$ cat src/rtl/vme_slave_responder.sv
// vme_slave_responder
//   VMEbus A24 slave. Decodes cycles from a remote master, issues one
//   request/acknowledge transaction on the local bus, then answers with
//   DTACK* or BERR* and steers the data transceiver.
//
//   Optional feature: define VME_SLAVE_BERR_TIMEOUT_EN to answer BERR* when
//   the local bus does not respond within TIMEOUT_CYCLES clocks.
//
// Ports
//   clock, reset            rising-edge clock, synchronous active-high reset
//   vme_as, vme_ds[1:0]     asynchronous active-low strobes ([1]=DS1, [0]=DS0)
//   vme_lword, vme_write    active-low cycle qualifiers
//   vme_address_mod[5:0]    address modifier
//   vme_address[23:1]       A[23:1]
//   vme_dtack, vme_dtack_oe DTACK* level / active-low driver enable
//   vme_berr, vme_berr_oe   BERR* level / active-low driver enable
//   data_oe, data_dir       transceiver enable (active-low), 1=local->VME
//   local_request/_write/_address/_byte_enable   local bus request
//   local_ack, local_error  local bus completion
module vme_slave_responder #(
  parameter logic [23:0] BASE_ADDR      = 24'hF00000,
  parameter logic [23:0] ADDR_MASK      = 24'hF00000,
  parameter int unsigned TIMEOUT_CYCLES = 255
) (
  input  logic        clock,
  input  logic        reset,
  input  logic        vme_as,
  input  logic [1:0]  vme_ds,
  input  logic        vme_lword,
  input  logic        vme_write,
  input  logic [5:0]  vme_address_mod,
  input  logic [23:1] vme_address,
  output logic        vme_dtack,
  output logic        vme_dtack_oe,
  output logic        vme_berr,
  output logic        vme_berr_oe,
  output logic        data_oe,
  output logic        data_dir,
  output logic        local_request,
  output logic        local_write,
  output logic [23:0] local_address,
  output logic [3:0]  local_byte_enable,
  input  logic        local_ack,
  input  logic        local_error
);

  localparam logic DIR_OUT = 1'b1;
  localparam logic DIR_IN  = 1'b0;

  if (TIMEOUT_CYCLES < 1 || TIMEOUT_CYCLES > 255) begin : g_bad_timeout
    $error("TIMEOUT_CYCLES must be in 1..255 for the 8-bit timeout counter");
  end

  typedef enum logic [2:0] {
    S_IDLE    = 3'd0,
    S_ACCESS  = 3'd1,
    S_RESPOND = 3'd2,
    S_RELEASE = 3'd3,
    S_IGNORE  = 3'd4
  } state_t;

  state_t      state;
  logic        as_meta, as_sync;
  logic [1:0]  ds_meta, ds_sync;
  logic        dtack_pending;

  logic        am_ok, addr_ok, cycle_start, be_valid;
  logic [3:0]  be_dec;
  logic        timeout_hit;

`ifdef VME_SLAVE_BERR_TIMEOUT_EN
  logic [7:0]  timeout_count;
  assign timeout_hit = (timeout_count == 8'(TIMEOUT_CYCLES - 1));
`else
  assign timeout_hit = 1'b0;
`endif

  // Address/qualifiers are taken straight from the bus at the decode edge;
  // the master holds them stable while its strobes are asserted.
  always_comb begin
    am_ok = (vme_address_mod == 6'h39) || (vme_address_mod == 6'h3A) ||
            (vme_address_mod == 6'h3D) || (vme_address_mod == 6'h3E);
    addr_ok     = (({vme_address, 1'b0} & ADDR_MASK) == BASE_ADDR);
    cycle_start = !as_sync && (ds_sync != 2'b11);
    be_dec      = '0;
    be_valid    = 1'b0;
    if (!vme_lword) begin
      if (ds_sync == 2'b00 && !vme_address[1]) begin
        be_dec   = '1;
        be_valid = 1'b1;
      end
    end else if (ds_sync != 2'b11) begin
      be_valid = 1'b1;
      if (!vme_address[1]) be_dec = {~ds_sync, 2'b00};
      else                 be_dec = {2'b00, ~ds_sync};
    end
  end

  always_ff @(posedge clock) begin
    if (reset) begin
      as_meta           <= 1'b1;
      as_sync           <= 1'b1;
      ds_meta           <= '1;
      ds_sync           <= '1;
      state             <= S_IDLE;
      dtack_pending     <= 1'b0;
      vme_dtack         <= 1'b1;
      vme_dtack_oe      <= 1'b1;
      vme_berr          <= 1'b1;
      vme_berr_oe       <= 1'b1;
      data_oe           <= 1'b1;
      data_dir          <= DIR_IN;
      local_request     <= 1'b0;
      local_write       <= 1'b0;
      local_address     <= '0;
      local_byte_enable <= '0;
`ifdef VME_SLAVE_BERR_TIMEOUT_EN
      timeout_count     <= '0;
`endif
    end else begin
      as_meta <= vme_as;
      as_sync <= as_meta;
      ds_meta <= vme_ds;
      ds_sync <= ds_meta;

      unique case (state)
        S_IDLE: begin
          if (cycle_start) begin
            if (!(am_ok && addr_ok)) begin
              state <= S_IGNORE;
            end else if (!be_valid) begin
              state       <= S_RESPOND;
              vme_berr    <= 1'b0;
              vme_berr_oe <= 1'b0;
            end else begin
              state             <= S_ACCESS;
              local_request     <= 1'b1;
              local_write       <= !vme_write;
              local_address     <= {vme_address[23:2], 2'b00};
              local_byte_enable <= be_dec;
              data_oe           <= vme_write;   // enabled (low) for writes
              data_dir          <= DIR_IN;
`ifdef VME_SLAVE_BERR_TIMEOUT_EN
              timeout_count     <= '0;
`endif
            end
          end
        end

        S_ACCESS: begin
          if (as_sync) begin
            state         <= S_IDLE;
            local_request <= 1'b0;
            data_oe       <= 1'b1;
          end else if (local_error || timeout_hit) begin
            state         <= S_RESPOND;
            local_request <= 1'b0;
            vme_berr      <= 1'b0;
            vme_berr_oe   <= 1'b0;
          end else if (local_ack) begin
            // DTACK* waits one cycle so read data settles on the bus first.
            state         <= S_RESPOND;
            local_request <= 1'b0;
            dtack_pending <= 1'b1;
            if (!local_write) begin
              data_oe  <= 1'b0;
              data_dir <= DIR_OUT;
            end
          end
`ifdef VME_SLAVE_BERR_TIMEOUT_EN
          else begin
            timeout_count <= timeout_count + 8'd1;
          end
`endif
        end

        S_RESPOND: begin
          if (dtack_pending) begin
            dtack_pending <= 1'b0;
            vme_dtack     <= 1'b0;
            vme_dtack_oe  <= 1'b0;
          end else if (ds_sync == 2'b11) begin
            state     <= S_RELEASE;
            vme_dtack <= 1'b1;
            vme_berr  <= 1'b1;
          end
        end

        S_RELEASE: begin
          state        <= S_IDLE;
          vme_dtack_oe <= 1'b1;
          vme_berr_oe  <= 1'b1;
          data_oe      <= 1'b1;
          data_dir     <= DIR_IN;
        end

        S_IGNORE: begin
          if (as_sync) state <= S_IDLE;
        end

        default: state <= S_IDLE;
      endcase
    end
  end

endmodule

$ cat config.mk
export PLATFORM = sky130hd
export DESIGN_NAME = vme_slave_responder
export DESIGN_NICKNAME = d
export VERILOG_FILES = /design/src/rtl/vme_slave_responder.sv
export SDC_FILE = /design/constraint.sdc
export NUM_CORES = 1
export LEC_CHECK = 0
export ABC_AREA = 1
export CAP_MARGIN = 15
export CORE_MARGIN = 5
export CORE_UTILIZATION = 55
export CTS_CLUSTER_SIZE = 25
export DETAILED_ROUTE_END_ITERATION = 12
export DONT_BUFFER_PORTS = 1
export GPL_TIMING_DRIVEN = 0
export PLACE_DENSITY = 0.73
export SYNTH_ARGS = -nofsm -noshare
export SYNTH_HDL_FRONTEND = slang
export SYNTH_SLANG_ARGS = --single-unit
export TNS_END_PERCENT = 30
$ cat constraint.sdc
create_clock -name clock -period 1.2 [get_ports clock]
set_input_delay 0.06 -clock clock [delete_from_list [all_inputs] [get_ports clock]]
set_output_delay 0.06 -clock clock [all_outputs]
set_load 0.01 [all_outputs]
==> impl_results.html <==
<table>
<tr><th>Metric</th><th>Value</th></tr>
<tr><th colspan="2">Drt</th></tr>
<tr><td>Final WL</td><td>5700 um</td></tr>
<tr><td>Number of optimization iterations in the first detailed-route pass</td><td>4</td></tr>
<tr><td>Number of design rule violations left after detail routing</td><td>0</td></tr>
<tr><td>Routed vias</td><td>1918</td></tr>
<tr><td>Avg WL per Cell</td><td>15.4 um</td></tr>
<tr><td>Via density per instance</td><td>5.18</td></tr>
<tr><td>Remaining antenna violation count after routing</td><td>0</td></tr>
<tr><td>Initial DRC count</td><td>59</td></tr>
<tr><th colspan="2">Placed design</th></tr>
<tr><td>Total instance count after detailed placement</td><td>316</td></tr>
<tr><td>Area after DPL</td><td>0.00202 mm^2</td></tr>
<tr><td>Detailed placement HPWL</td><td>3230 um</td></tr>
<tr><td>Port Buffers</td><td>0</td></tr>
<tr><td>Placer congestion estimate</td><td>0.905</td></tr>
<tr><td>Worst slack, placed</td><td>-0.211 ns</td></tr>
<tr><th colspan="2">Yosys</th></tr>
<tr><td>Unique cell type count in the Yosys netlist</td><td>26</td></tr>
<tr><td>Xor/xnor share of the synthesized area</td><td>0</td></tr>
<tr><td>Synth Area in Compound Gates</td><td>0.119</td></tr>
<tr><td>Post-synthesis share of cell area spent on and, or, nand and nor gates</td><td>0.339</td></tr>
<tr><td>Count of mapped cells out of synthesis</td><td>269</td></tr>
<tr><td>Dominant combinational cell family by area after synthesis</td><td>simple AND/OR/NAND/NOR gates</td></tr>
<tr><td>Avg Synthesized Cell Area</td><td>7.20 um^2</td></tr>
<tr><td>Synthesized area</td><td>0.00194 mm^2</td></tr>
<tr><td>Number of synthesized register bits</td><td>44</td></tr>
<tr><td>Share of synthesized area occupied by flip-flops and latches</td><td>0.455</td></tr>
<tr><td>Synthesis Warnings</td><td>0</td></tr>
<tr><td>Multiplexer area fraction after synthesis</td><td>0</td></tr>
<tr><td>Adder and majority cell fraction of the synthesized area</td><td>0</td></tr>
<tr><th colspan="2">Critical path</th></tr>
<tr><td>Cell Chain, Critical Path</td><td>inv_4, nand2_4, nor2_8, nand2_4, nor2_4, nand2_4, buf_2, o21ai_1, nor2_1</td></tr>
<tr><td>Cell occurring most often along the worst timing path</td><td>sky130_fd_sc_hd__nand2_4</td></tr>
<tr><td>Kind of end point of the critical path</td><td>flop</td></tr>
<tr><td>Number of buffer and inverter instances along the worst setup path</td><td>2</td></tr>
<tr><td>Worst path arrival time</td><td>1.64 ns</td></tr>
<tr><td>Critical path type</td><td>reg2reg</td></tr>
<tr><td>CP max FO</td><td>5</td></tr>
<tr><td>Critical path's top delay family</td><td>simple AND/OR/NAND/NOR gates</td></tr>
<tr><td>CP Launch Type</td><td>flop</td></tr>
<tr><td>Data required time at the worst endpoint</td><td>1.46 ns</td></tr>
<tr><td>Peak per-stage delay on the critical path</td><td>0.39 ns</td></tr>
<tr><td>Worst-path cell with the longest stage delay</td><td>sky130_fd_sc_hd__dfxtp_4</td></tr>
<tr><th colspan="2">STA</th></tr>
<tr><td>Fin. Hold Viols</td><td>0</td></tr>
<tr><td>Final critical-path share of the clock period</td><td>1.15</td></tr>
<tr><td>Final critical path time including I/O delays and setup</td><td>1.37 ns</td></tr>
<tr><td>Max Freq</td><td>0.728 GHz</td></tr>
<tr><td>Final-report setup violation count</td><td>36</td></tr>
<tr><td>Number of max-slew violations in the final report</td><td>0</td></tr>
<tr><td>Setup tns final</td><td>-4.57 ns</td></tr>
<tr><td>Rel. slew slack</td><td>0.609</td></tr>
<tr><td>Least-Margin Pin Slew</td><td>0.586 ns</td></tr>
<tr><td>Worst hold slack after final layout</td><td>0.0334 ns</td></tr>
<tr><td>Post-route clock skew</td><td>0.0114 ns</td></tr>
<tr><td>Post-route setup slack</td><td>-0.174 ns</td></tr>
<tr><td>Setup repair after global routing missed its margin</td><td>yes</td></tr>
<tr><th colspan="2">Global routing</th></tr>
<tr><td>Overflow left after global routing</td><td>0</td></tr>
<tr><td>Number of global-route vias before repair</td><td>1785</td></tr>
<tr><td>Pin count of the biggest net entering global routing</td><td>16</td></tr>
<tr><td>Antenna violations before repair</td><td>0</td></tr>
<tr><td>Global-route wire length before repair</td><td>8650 um</td></tr>
<tr><td>Global-route total usage across every layer</td><td>0.223</td></tr>
<tr><th colspan="2">Clocking</th></tr>
<tr><td>CTS H-Tree Depth</td><td>2</td></tr>
<tr><td>Number of clock buffers inserted by TritonCTS</td><td>5</td></tr>
<tr><td>TritonCTS clock tree</td><td>yes</td></tr>
<tr><td>Number of sinks handled by clock tree synthesis</td><td>44</td></tr>
<tr><td>Source-to-sink clock delay at the later pin of the worst-skew pair</td><td>0.36 ns</td></tr>
<tr><td>Clock slew at the register clock pins of the worst setup and hold paths</td><td>0.15 ns</td></tr>
<tr><td>Maximum count of clock buffers along a single path</td><td>2</td></tr>
<tr><td>Clock Tree Root</td><td>sky130_fd_sc_hd__clkbuf_4</td></tr>
<tr><th colspan="2">Floorplanning</th></tr>
<tr><td>FP Rows</td><td>21</td></tr>
<tr><td>Horizontal die dimension</td><td>69.3 um</td></tr>
<tr><td>Die Height</td><td>69.3 um</td></tr>
<tr><td>Die area</td><td>0.00481 mm^2</td></tr>
<tr><td>Area inside the core boundary</td><td>0.00336 mm^2</td></tr>
<tr><td>Io pins</td><td>74</td></tr>
<tr><td>Initial standard-cell utilization of the core</td><td>0.576</td></tr>
<tr><th colspan="2">Finish</th></tr>
<tr><td>Number of cells in the finished layout apart from fillers</td><td>370</td></tr>
<tr><td>Ratio of cells with drive above 1 in the final layout</td><td>0.290</td></tr>
<tr><td>Fin area</td><td>0.00272 mm^2</td></tr>
<tr><td>Diodes inserted</td><td>0</td></tr>
<tr><td>Synthesis-to-layout area growth</td><td>40.4%</td></tr>
<tr><td>Fin nets</td><td>361</td></tr>
<tr><th colspan="2">Job</th></tr>
<tr><td>Max-cap violation count</td><td>0</td></tr>
<tr><th colspan="2">Outcome</th></tr>
<tr><td>Violations in the final reports</td><td>negative setup slack</td></tr>
<tr><td>Result of the run</td><td>finished with violations</td></tr>
<tr><th colspan="2">Power</th></tr>
<tr><td>PwrDens</td><td>1030 mW/mm^2</td></tr>
<tr><td>Largest vdd supply drop</td><td>0.990 mV</td></tr>
<tr><td>Static leakage power</td><td>1.18 nW</td></tr>
<tr><th colspan="2">Min path</th></tr>
<tr><td>Worst hold path type</td><td>in2reg</td></tr>
</table>
==> cell type report <==
type | instances | area [um^2]
Buffer | 10 | 82.6
Clock buffer | 5 | 37.5
Clock inverter | 3 | 46.3
Fill cell | 212 | 643
Inverter | 25 | 111
Multi-Input combinational cell | 191 | 1040
Sequential cell | 44 | 901
Tap cell | 46 | 57.6
Timing Repair Buffer | 46 | 444
==> path summary, 6_finish.rpt <==
path,from,end,slack (ns),depth (start not counted)
min,vme_address[1],local_byte_enable[0],0.03,4
min reg2reg,ds_meta[1],ds_sync[1],0.43,1
max,state[0],local_byte_enable[2],-0.17,9
max reg2reg,state[0],local_byte_enable[2],-0.17,9
==> routing by layer <==
| layer | global-route usage | up-vias | routed length (um) |
|---|---|---|---|
| met2 | 0.380 | 86 | 2930 |
| met3 | 0.0812 | 22 | 420 |
| met1 | 0.249 | 856 | 2160 |
| met4 | 0.0933 | 0 | 195 |
| li1 | - | 954 | - |
| met5 | 0 | - | 0 |
==> cells by family after synthesis <==
group           after synthesis
simple gates                147
flops                        44
compound gates               42
buf+inv                      35
other cells                   1
==> through the flow <==
stage,util,power [mW]
3_5_place_dp,0.601,1.72
4_1_cts,0.750,2.76
6_report,0.809,2.80
2_1_floorplan,-,1.69
3_3_place_gp,0.601,1.72
5_1_grt,0.809,2.93
==> where the power goes <==
group	internal (mW)	switching [mW]
combinational	0.161	0.178
clock	0.446	0.518
sequential	1.47	0.0241
==> cell usage in the layout (no fill, tap or decap), types with 6 or more instances in the layout <==
master	n
sky130_fd_sc_hd__nand2_4	6
sky130_fd_sc_hd__o21ai_1	20
sky130_fd_sc_hd__or2_2	6
sky130_fd_sc_hd__inv_1	16
sky130_fd_sc_hd__nor2_1	66
sky130_fd_sc_hd__dfxtp_1	38
sky130_fd_sc_hd__nor2_2	9
sky130_fd_sc_hd__dlygate4sd3_1	28
sky130_fd_sc_hd__buf_4	15
sky130_fd_sc_hd__nand2_2	7
sky130_fd_sc_hd__nand3_1	9
sky130_fd_sc_hd__nor2_4	7
sky130_fd_sc_hd__nand2_1	31
==> synth_stat cells, drive strengths merged <==
| library cell | instances | area [um^2] |
|---|---|---|
| o21ai | 29 | 145 |
| a21oi | 8 | 47.6 |
| dfxtp | 44 | 881 |
| buf | 7 | 56.3 |
| conb | 1 | 3.75 |
| nor2 | 83 | 350 |
| a211oi | 2 | 15.0 |
| inv | 25 | 98.9 |
| nand2 | 44 | 190 |
| o31ai | 3 | 22.5 |
| nand4 | 2 | 12.5 |
| nand3 | 12 | 65.1 |
| or2 | 6 | 37.5 |
| clkbuf | 3 | 11.3 |
==> worst min-delay path, stage by stage <==
cell and delay, ns:
sky130_fd_sc_hd__inv_1 0.06, sky130_fd_sc_hd__o31ai_1 0.07, sky130_fd_sc_hd__o21ai_1 0.12, sky130_fd_sc_hd__nor2_1 0.04
==> flip-flops by register name, indices dropped and copies added, names as in the netlist <==
| signal | count |
|---|---|
| ds_sync | 2 |
| data_dir | 1 |
| local_byte_enable | 4 |
| vme_dtack | 1 |
| local_write | 1 |
| vme_berr | 1 |
| as_sync | 1 |
| data_oe | 1 |
| local_request | 1 |
| local_address | 22 |
| as_meta | 1 |
| dtack_pending | 1 |
| ds_meta | 2 |
| vme_berr_oe | 1 |
| state | 3 |
| vme_dtack_oe | 1 |
==> timing repair <==
item | 4_1_cts | 5_1_grt
endpoints found under the setup margin | 35 | 36
buffers inserted | 10 | 6
resized for setup | 14 | 47
hold buffers | 28 | 0
pin swaps | 5 | 15
gates cloned | 2 | 0
endpoints found under the hold margin | 28 | 0
No activity file was read; power rests on OpenSTA's default activity.
